--- src/rtl/imm_gen_pkg.sv ---
// Shared types for the decode-stage immediate generator: format codes, opcodes, buffer metadata.
package imm_gen_pkg;

    typedef enum logic [2:0] {
        FMT_NONE = 3'd0,
        FMT_I    = 3'd1,
        FMT_S    = 3'd2,
        FMT_B    = 3'd3,
        FMT_U    = 3'd4,
        FMT_J    = 3'd5,
        FMT_Z    = 3'd6
    } imm_fmt_e;

    localparam logic [6:0] OPC_LOAD      = 7'b0000011;
    localparam logic [6:0] OPC_OP_IMM    = 7'b0010011;
    localparam logic [6:0] OPC_OP_IMM_32 = 7'b0011011;
    localparam logic [6:0] OPC_STORE     = 7'b0100011;
    localparam logic [6:0] OPC_BRANCH    = 7'b1100011;
    localparam logic [6:0] OPC_LUI       = 7'b0110111;
    localparam logic [6:0] OPC_AUIPC     = 7'b0010111;
    localparam logic [6:0] OPC_JAL       = 7'b1101111;
    localparam logic [6:0] OPC_JALR      = 7'b1100111;
    localparam logic [6:0] OPC_SYSTEM    = 7'b1110011;
    localparam logic [6:0] OPC_OP        = 7'b0110011;
    localparam logic [6:0] OPC_OP_32     = 7'b0111011;
    localparam logic [6:0] OPC_MISC_MEM  = 7'b0001111;

    // Width-independent part of a buffer entry; imm and pc are sized by the stage parameters.
    typedef struct packed {
        imm_fmt_e    fmt;
        logic        illegal;
        logic [31:0] inst;
    } imm_meta_t;

endpackage

--- src/rtl/imm_gen_stage_if.sv ---
// Instruction-in / immediate-out handshake bundle; slave is the stage, master is the environment.
interface imm_gen_stage_if #(
    parameter int XLEN = 32,
    parameter int PC_W = 32
);
    import imm_gen_pkg::*;

    logic            flush;
    logic            in_valid;
    logic            in_ready;
    logic [31:0]     in_inst;
    logic [PC_W-1:0] in_pc;
    logic            out_valid;
    logic            out_ready;
    logic [XLEN-1:0] out_imm;
    imm_fmt_e        out_fmt;
    logic            out_illegal;
    logic [31:0]     out_inst;
    logic [PC_W-1:0] out_pc;

    modport slave (
        input  flush, in_valid, in_inst, in_pc, out_ready,
        output in_ready, out_valid, out_imm, out_fmt, out_illegal, out_inst, out_pc
    );

    modport master (
        output flush, in_valid, in_inst, in_pc, out_ready,
        input  in_ready, out_valid, out_imm, out_fmt, out_illegal, out_inst, out_pc
    );

endinterface

--- src/rtl/imm_decode.sv ---
// Immediate format decode and extension to XLEN.
// Latency: combinational.
// Backpressure: none, pure function of inst.
module imm_decode
    import imm_gen_pkg::*;
#(
    parameter int XLEN = 32
) (
    input  logic [31:0]     inst,
    output logic [XLEN-1:0] imm,
    output imm_fmt_e        fmt,
    output logic            illegal
);

    localparam bit RV64 = (XLEN == 64);

    logic [31:0] imm_i;
    logic [31:0] imm_s;
    logic [31:0] imm_b;
    logic [31:0] imm_u;
    logic [31:0] imm_j;
    logic [31:0] sel32;

    // Every format is built as a 32-bit signed value and widened once at the end.
    assign imm_i = {{20{inst[31]}}, inst[31:20]};
    assign imm_s = {{20{inst[31]}}, inst[31:25], inst[11:7]};
    assign imm_b = {{20{inst[31]}}, inst[7], inst[30:25], inst[11:8], 1'b0};
    assign imm_u = {inst[31:12], 12'b0};
    assign imm_j = {{12{inst[31]}}, inst[19:12], inst[20], inst[30:21], 1'b0};

    always_comb begin
        fmt     = FMT_NONE;
        illegal = 1'b0;
        sel32   = '0;
        case (inst[6:0])
            OPC_LOAD, OPC_OP_IMM, OPC_JALR: begin
                fmt   = FMT_I;
                sel32 = imm_i;
            end
            OPC_OP_IMM_32: begin
                if (RV64) begin
                    fmt   = FMT_I;
                    sel32 = imm_i;
                end else begin
                    illegal = 1'b1;
                end
            end
            OPC_STORE: begin
                fmt   = FMT_S;
                sel32 = imm_s;
            end
            OPC_BRANCH: begin
                fmt   = FMT_B;
                sel32 = imm_b;
            end
            OPC_LUI, OPC_AUIPC: begin
                fmt   = FMT_U;
                sel32 = imm_u;
            end
            OPC_JAL: begin
                fmt   = FMT_J;
                sel32 = imm_j;
            end
            OPC_SYSTEM: begin
                if (inst[14]) begin
                    fmt = FMT_Z;
                end else begin
                    fmt   = FMT_I;
                    sel32 = imm_i;
                end
            end
            OPC_OP, OPC_MISC_MEM: begin
                fmt = FMT_NONE;
            end
            OPC_OP_32: begin
                illegal = !RV64;
            end
            default: begin
                illegal = 1'b1;
            end
        endcase
    end

    assign imm = (fmt == FMT_Z) ? XLEN'(inst[19:15]) : XLEN'($signed(sel32));

endmodule

--- src/rtl/imm_gen_stage.sv ---
// Registered immediate-generation stage feeding a 2-entry skid buffer.
// Latency: one cycle from accepted input to out_*.
// Backpressure: in_ready comes only from buffer occupancy, never from out_ready.
module imm_gen_stage
    import imm_gen_pkg::*;
#(
    parameter int XLEN = 32,
    parameter int PC_W = 32
) (
    input  logic             clk,
    input  logic             rst,
    imm_gen_stage_if.slave   bus
);

    typedef struct packed {
        logic [XLEN-1:0] imm;
        logic [PC_W-1:0] pc;
        imm_meta_t       meta;
    } entry_t;

    entry_t          ent_q [2];
    logic            head_q;
    logic [1:0]      count_q;

    logic [XLEN-1:0] dec_imm;
    imm_fmt_e        dec_fmt;
    logic            dec_illegal;
    entry_t          new_ent;
    entry_t          head_ent;
    logic            rdy;
    logic            vld;
    logic            push;
    logic            pop;
    logic            wr_idx;

    imm_decode #(.XLEN(XLEN)) u_dec (
        .inst    (bus.in_inst),
        .imm     (dec_imm),
        .fmt     (dec_fmt),
        .illegal (dec_illegal)
    );

    assign rdy    = !rst && (count_q != 2'd2);
    assign vld    = !rst && (count_q != 2'd0);
    assign push   = bus.in_valid && rdy && !bus.flush;
    assign pop    = vld && bus.out_ready && !bus.flush;
    assign wr_idx = head_q ^ count_q[0];

    always_comb begin
        new_ent.imm          = dec_imm;
        new_ent.pc           = bus.in_pc;
        new_ent.meta.fmt     = dec_fmt;
        new_ent.meta.illegal = dec_illegal;
        new_ent.meta.inst    = bus.in_inst;
    end

    always_ff @(posedge clk) begin
        if (rst) begin
            count_q  <= 2'd0;
            head_q   <= 1'b0;
            ent_q[0] <= '0;
            ent_q[1] <= '0;
        end else if (bus.flush) begin
            count_q <= 2'd0;
            head_q  <= 1'b0;
        end else begin
            if (push) begin
                ent_q[wr_idx] <= new_ent;
            end
            if (pop) begin
                head_q <= ~head_q;
            end
            case ({push, pop})
                2'b10:   count_q <= count_q + 2'd1;
                2'b01:   count_q <= count_q - 2'd1;
                default: count_q <= count_q;
            endcase
        end
    end

    // Invalid head reads as all-zero so stale entries never leak onto out_*.
    assign head_ent        = vld ? ent_q[head_q] : '0;

    assign bus.in_ready    = rdy;
    assign bus.out_valid   = vld;
    assign bus.out_imm     = head_ent.imm;
    assign bus.out_fmt     = head_ent.meta.fmt;
    assign bus.out_illegal = head_ent.meta.illegal;
    assign bus.out_inst    = head_ent.meta.inst;
    assign bus.out_pc      = head_ent.pc;

endmodule

--- src/flat_wrapper.sv ---
// flat-port wrapper written by rule: the top's interface ports become plain ports
module imm_gen_stage_flat import imm_gen_pkg::*;
#(
    parameter int XLEN = 32,
    parameter int PC_W = 32
)
  (clk, rst, bus_flush, bus_in_valid, bus_in_inst, bus_in_pc, bus_out_ready, bus_in_ready, bus_out_valid, bus_out_imm, bus_out_fmt, bus_out_illegal, bus_out_inst, bus_out_pc);
  imm_gen_stage_if #(.XLEN(XLEN), .PC_W(PC_W)) bus_i ();
  input  logic clk;
  input  logic rst;
  input wire logic [$bits(bus_i.flush)-1:0] bus_flush;
  input wire logic [$bits(bus_i.in_valid)-1:0] bus_in_valid;
  input wire logic [$bits(bus_i.in_inst)-1:0] bus_in_inst;
  input wire logic [$bits(bus_i.in_pc)-1:0] bus_in_pc;
  input wire logic [$bits(bus_i.out_ready)-1:0] bus_out_ready;
  output wire logic [$bits(bus_i.in_ready)-1:0] bus_in_ready;
  output wire logic [$bits(bus_i.out_valid)-1:0] bus_out_valid;
  output wire logic [$bits(bus_i.out_imm)-1:0] bus_out_imm;
  output wire logic [$bits(bus_i.out_fmt)-1:0] bus_out_fmt;
  output wire logic [$bits(bus_i.out_illegal)-1:0] bus_out_illegal;
  output wire logic [$bits(bus_i.out_inst)-1:0] bus_out_inst;
  output wire logic [$bits(bus_i.out_pc)-1:0] bus_out_pc;
  assign bus_i.flush = bus_flush;
  assign bus_i.in_valid = bus_in_valid;
  assign bus_i.in_inst = bus_in_inst;
  assign bus_i.in_pc = bus_in_pc;
  assign bus_i.out_ready = bus_out_ready;
  assign bus_in_ready = bus_i.in_ready;
  assign bus_out_valid = bus_i.out_valid;
  assign bus_out_imm = bus_i.out_imm;
  assign bus_out_fmt = bus_i.out_fmt;
  assign bus_out_illegal = bus_i.out_illegal;
  assign bus_out_inst = bus_i.out_inst;
  assign bus_out_pc = bus_i.out_pc;
  imm_gen_stage #(.XLEN(XLEN), .PC_W(PC_W)) u_core (.clk(clk), .rst(rst), .bus(bus_i));
endmodule
--- config.mk ---
export PLATFORM = sky130hd
export DESIGN_NAME = imm_gen_stage_flat
export DESIGN_NICKNAME = d
export VERILOG_FILES = /design/src/rtl/imm_gen_pkg.sv /design/src/rtl/imm_gen_stage_if.sv /design/src/rtl/imm_decode.sv /design/src/rtl/imm_gen_stage.sv /design/src/flat_wrapper.sv
export SDC_FILE = /design/constraint.sdc
export NUM_CORES = 1
export LEC_CHECK = 0
export BUFFER_PORTS_ARGS = -buffer_cell sky130_fd_sc_hd__buf_2
export CORE_ASPECT_RATIO = 2
export CORE_MARGIN = 2
export CORE_UTILIZATION = 45
export CTS_CLUSTER_SIZE = 14
export DETAILED_ROUTE_END_ITERATION = 16
export GPL_ROUTABILITY_DRIVEN = 1
export PLACE_DENSITY = 0.72
export SYNTH_ARGS = -nofsm -noshare
export SYNTH_HDL_FRONTEND = slang
export SYNTH_SLANG_ARGS = --single-unit
--- constraint.sdc ---
create_clock -name clk -period 4.89 [get_ports clk]
set_input_delay 0 -clock clk [delete_from_list [all_inputs] [get_ports clk]]
set_output_delay 0 -clock clk [all_outputs]
set_load 0.01 [all_outputs]
==> results.md <==
Routing:
- The residual DRC count is 0.
- The routed design has 22280 µm of wire.
- In this run the top signal layer used is met4.
- Summed over all nets, wire length on met2 after detailed routing comes to 12430 µm.
- The routed design uses 834 µm of met3 wire.
- The via-per-instance ratio is 5.134.
- For this block, wires on met1 add up to 8257 µm.
- The detail route stage leaves a number of antenna-violating nets equal to 0.
- The number of search-and-repair iterations in the first detailed-routing pass is 4.
- Across all layers, the routed design uses ~6400 vias.
- In this run, the number of DRC markers left after iteration 0 of detailed routing was 387.
- After detailed routing, the average wire length per cell comes to 17.79 µm.

Place:
- In this run the tool buffered the top-level ports with 170 buffer cells.
- The weighted congestion at the end of routability-driven global placement is 0.9193.
- The worst slack at placement is roughly 2.0 ns.
- The detailed placement HPWL is 14220 µm.

Min path:
- The worst hold path was traced through 4 stages.
- The hold path startpoint is bus_out_ready.
- The path type of the worst min-delay path is in2reg.

Global route:
- The combined global-route utilization of all metal layers is 0.1911.
- The first global-routing pass estimated 34020 µm of wire.
- The maximum number of pins on one net before global-route repair is 75.
- The via count of the first global-routing pass is 6547.
- The total grt overflow is 0.
- The initial antenna violation count is 1.

Floorplan:
- The number of cell rows is between 70 and 80.
- The die span in x is 108.6 µm.
- In this run the count of I/O pins placed on the die edge is 171.
- For this configuration, the core starts out at a cell density of 0.4584.
- The floorplan step defined a die boundary enclosing 0.02316 mm².
- The die span in y is approximately 210 µm.
- The core outline area is 0.02149 mm².

Worst setup path:
- The setup path with the least slack is of type reg2reg.
- The worst path arrival time is 2.98 ns.
- The beginning of the worst register-to-register path is u_core.count_q[0].
- In this run the critical register-to-register path is captured at u_core.ent_q[1][46].
- The path depth of the worst reg2reg path is 4.
- The maximum fanout along the worst path is between 60 and 70.
- The worst-case register-to-register setup slack is 2.03 ns.
- The required time of the critical path is 5.02 ns.
- The start point of the critical path is u_core.count_q[0].
- The worst setup path is captured at a flop.
- STA classifies the critical path startpoint as a flop.

Synthesis:
- The mapped cell area is a little under 0.01 mm².
- The distinct cell type count after synthesis is 57.
- The Yosys warning count is 0.
- When the netlist entered floorplanning its net count stood at between 800 and 900.
- Yosys mapped a number of flops with a built-in enable equal to 200.
- After synthesis the netlist holds a flip-flop and latch count of between 200 and 250.
- The primary flip-flop cell chosen by synthesis mapping is sky130_fd_sc_hd__edfxtp_1.
- The synthesized instance count is 763.
- A synthesized cell averages between 10 and 15 µm².
- In the synthesized netlist the async set-or-reset flop fraction comes to 0.
- The sequential area share after synthesis is 0.6178.

Power:
- The analysis attributes to cell leakage a power of 4.887 nW.
- The power per unit of standard cell area is 297.9 mW/mm².
- Summed over all nets, the switching power comes to roughly 0.00076 W.
- The internal power summed over all cells is 0.002805 W.
- The share of total power dissipated in the clock network is 0.366.
- The part of the total power dissipated in sequential elements is 0.567.
- Of the total power, the share spent switching nets is 0.2125.
- The share of total power dissipated in combinational logic is 0.068.
- The worst-case IR drop observed on VDD is 0.1944 mV.

Cells and area:
- The net count of the finished layout is 1041.
- The fraction of final layout cells with drive strength greater than 1 is 0.2280.
- The utilization after layout is 0.5564.
- The synthesis-to-layout area growth is 21.39%.

CTS:
- The clock tree buffer depth is 3.
- For the worst-skew pair, the clock arrives at the later sink with an insertion delay of around 0.5 ns.
- Clock tree synthesis found a total of between 200 and 250 sinks.
- The library cell used as clock root buffer is sky130_fd_sc_hd__clkbuf_16.
- Once the clock tree was built, the resizer swapped 0 gates to a different size.
- TritonCTS created 19 clock buffers.
- After clock tree synthesis, the clock-pin slew on the worst setup and hold paths is approximately 0.060 ns.
- TritonCTS built the clock tree.
- The number of levels in the clock H-tree is 1.

Outcome:
- The flow ran to the end, and the final reports show no timing, DRC or antenna violations.

Timing:
- The final clock skew is 0.006171 ns.
- The final number of hold-violating endpoints came to 0.
- The worst-case setup margin in the final layout is 2.031 ns.
- Dividing the final minimum period by the clock period gives 0.5846.
- The setup-violating endpoint count in the final report is 0.
- Setup repair after global routing left no endpoint under its margin.
- The actual transition at the worst max-transition pin is 1.077 ns.
- The max-slew violation count came to 0.
- Subtracting the final worst setup slack from the clock period gives 2.859 ns.
- The highest clock frequency the design can meet is approximately 350 MHz.
- In the final timing run, aggregate negative setup slack is 0 ns.
- The headroom to the max-slew limit is 0.2798.

Flow run:
- Max-cap violations in this run came to 0.
==> layer usage <==
metal | up-vias | track usage
met3 | 43 | 0.01893
met4 | 0 | 0.08179
li1 | 3118 | -
met2 | 158 | 0.3621
met1 | 3109 | 0.2116
met5 | - | 0
==> worst max-delay path by stage <==
stage | endpoint | slack, ns
3_5_place_dp | u_core.ent_q[1][46] | 2.01
5_1_grt | u_core.ent_q[1][46] | 1.83
2_1_floorplan | u_core.ent_q[1][0] | 1.19
3_3_place_gp | u_core.ent_q[1][46] | 2.08
6_report | u_core.ent_q[1][46] | 2.03
4_1_cts | u_core.ent_q[1][45] | 2.00
==> critical path, stage by stage, from the launching register on <==
cell,delay [ns]
sky130_fd_sc_hd__dfxtp_1,0.60
sky130_fd_sc_hd__nor2b_1,0.35
sky130_fd_sc_hd__o21ai_4,0.21
sky130_fd_sc_hd__nand2b_4,0.72
sky130_fd_sc_hd__buf_4,0.59
==> state kept, by name, summed over array words and instances, names as in the netlist, named ones only <==
signal and flops:
u_core.count_q 2, u_core.ent_q 200, u_core.head_q 1
==> Yosys cell counts, drive strengths merged, types with 5 or more instances <==
library cell	count	area (µm²)
nor3	9	72.57
mux2i	100	1001
and2	143	894.6
o211ai	5	57.56
inv	7	26.28
edfxtp	200	6006
a21o	38	285.3
nand3	11	55.05
o21ai	7	57.55
a21oi	10	53.80
buf	40	284.0
nor2	118	442.9
nand2	11	41.29
clkbuf	13	51.30
==> power by group through the flow <==
| stage | combinational [W] | clock, W | sequential, W |
|---|---|---|---|
| 2_1_floorplan | 0.000123 | 0 | 0.00206 |
| 3_3_place_gp | 0.000200 | 0 | 0.00205 |
| 6_report | 0.000242 | 0.00130 | 0.00202 |
| 4_1_cts | 0.000244 | 0.00133 | 0.00202 |
| 3_5_place_dp | 0.000203 | 0 | 0.00206 |
| 5_1_grt | 0.000264 | 0.00139 | 0.00202 |
==> cell type report <==
type	count	area, µm²
timing repair buffer	240	1551
tap	273	341.6
inverter	7	26.28
clock inverter	5	26.28
sequential	204	6090
clock buffer	23	490.5
fill	1855	9533
antenna	1	2.502
multi-input combinational	499	3430
==> repair_timing <==
action / in CTS / in global routing
hold buffers: 65 / 0
endpoints found under the hold margin: 177 / 0
endpoints found under the setup margin: 0 / 0
setup buffers: 0 / 0
==> logic make-up after synthesis <==
kind of cell             Yosys count  synth area share
AO/OA/AOI/OAI                     76           0.06453
XOR/XNOR                           4          0.003557
adder cells (fa/ha/maj)            1          0.001270
buffers and inverters             60           0.03671
flip-flops                       204            0.6178
multiplexers                     100            0.1016
AND/OR/NAND/NOR                  318            0.1745
==> through the flow <==
step           power [W]  hold WS (ns)  cells  cell area [µm²]
3_3_place_gp    0.002252        0.2684   1158            10790
2_1_floorplan   0.002180       0.07666    763             9851
6_report        0.003562       0.05886   1252            11960
4_1_cts         0.003594       0.02726   1251            11960
3_5_place_dp    0.002260        0.2775   1158            10790
5_1_grt         0.003679       0.08481   1252            11960
==> cells in the final DEF (no fill, tap or decap), types with 4 or more instances in the layout <==
cell type	synthesis	routed
sky130_fd_sc_hd__o211ai_2	4	4
sky130_fd_sc_hd__a21o_1	38	38
sky130_fd_sc_hd__inv_1	7	7
sky130_fd_sc_hd__clkbuf_1	11	4
sky130_fd_sc_hd__and2_1	143	143
sky130_fd_sc_hd__o21ai_0	5	5
sky130_fd_sc_hd__mux2i_1	100	100
sky130_fd_sc_hd__a21oi_1	9	9
sky130_fd_sc_hd__nand3_1	11	11
sky130_fd_sc_hd__buf_2	14	170
sky130_fd_sc_hd__dlygate4sd3_1	0	65
sky130_fd_sc_hd__edfxtp_1	200	200
sky130_fd_sc_hd__buf_4	3	4
sky130_fd_sc_hd__nor3_1	6	6
sky130_fd_sc_hd__clkbuf_16	0	19
sky130_fd_sc_hd__nor2_1	118	118
sky130_fd_sc_hd__nand2_1	11	11
Note: power is estimated with default switching activity, not from simulation.
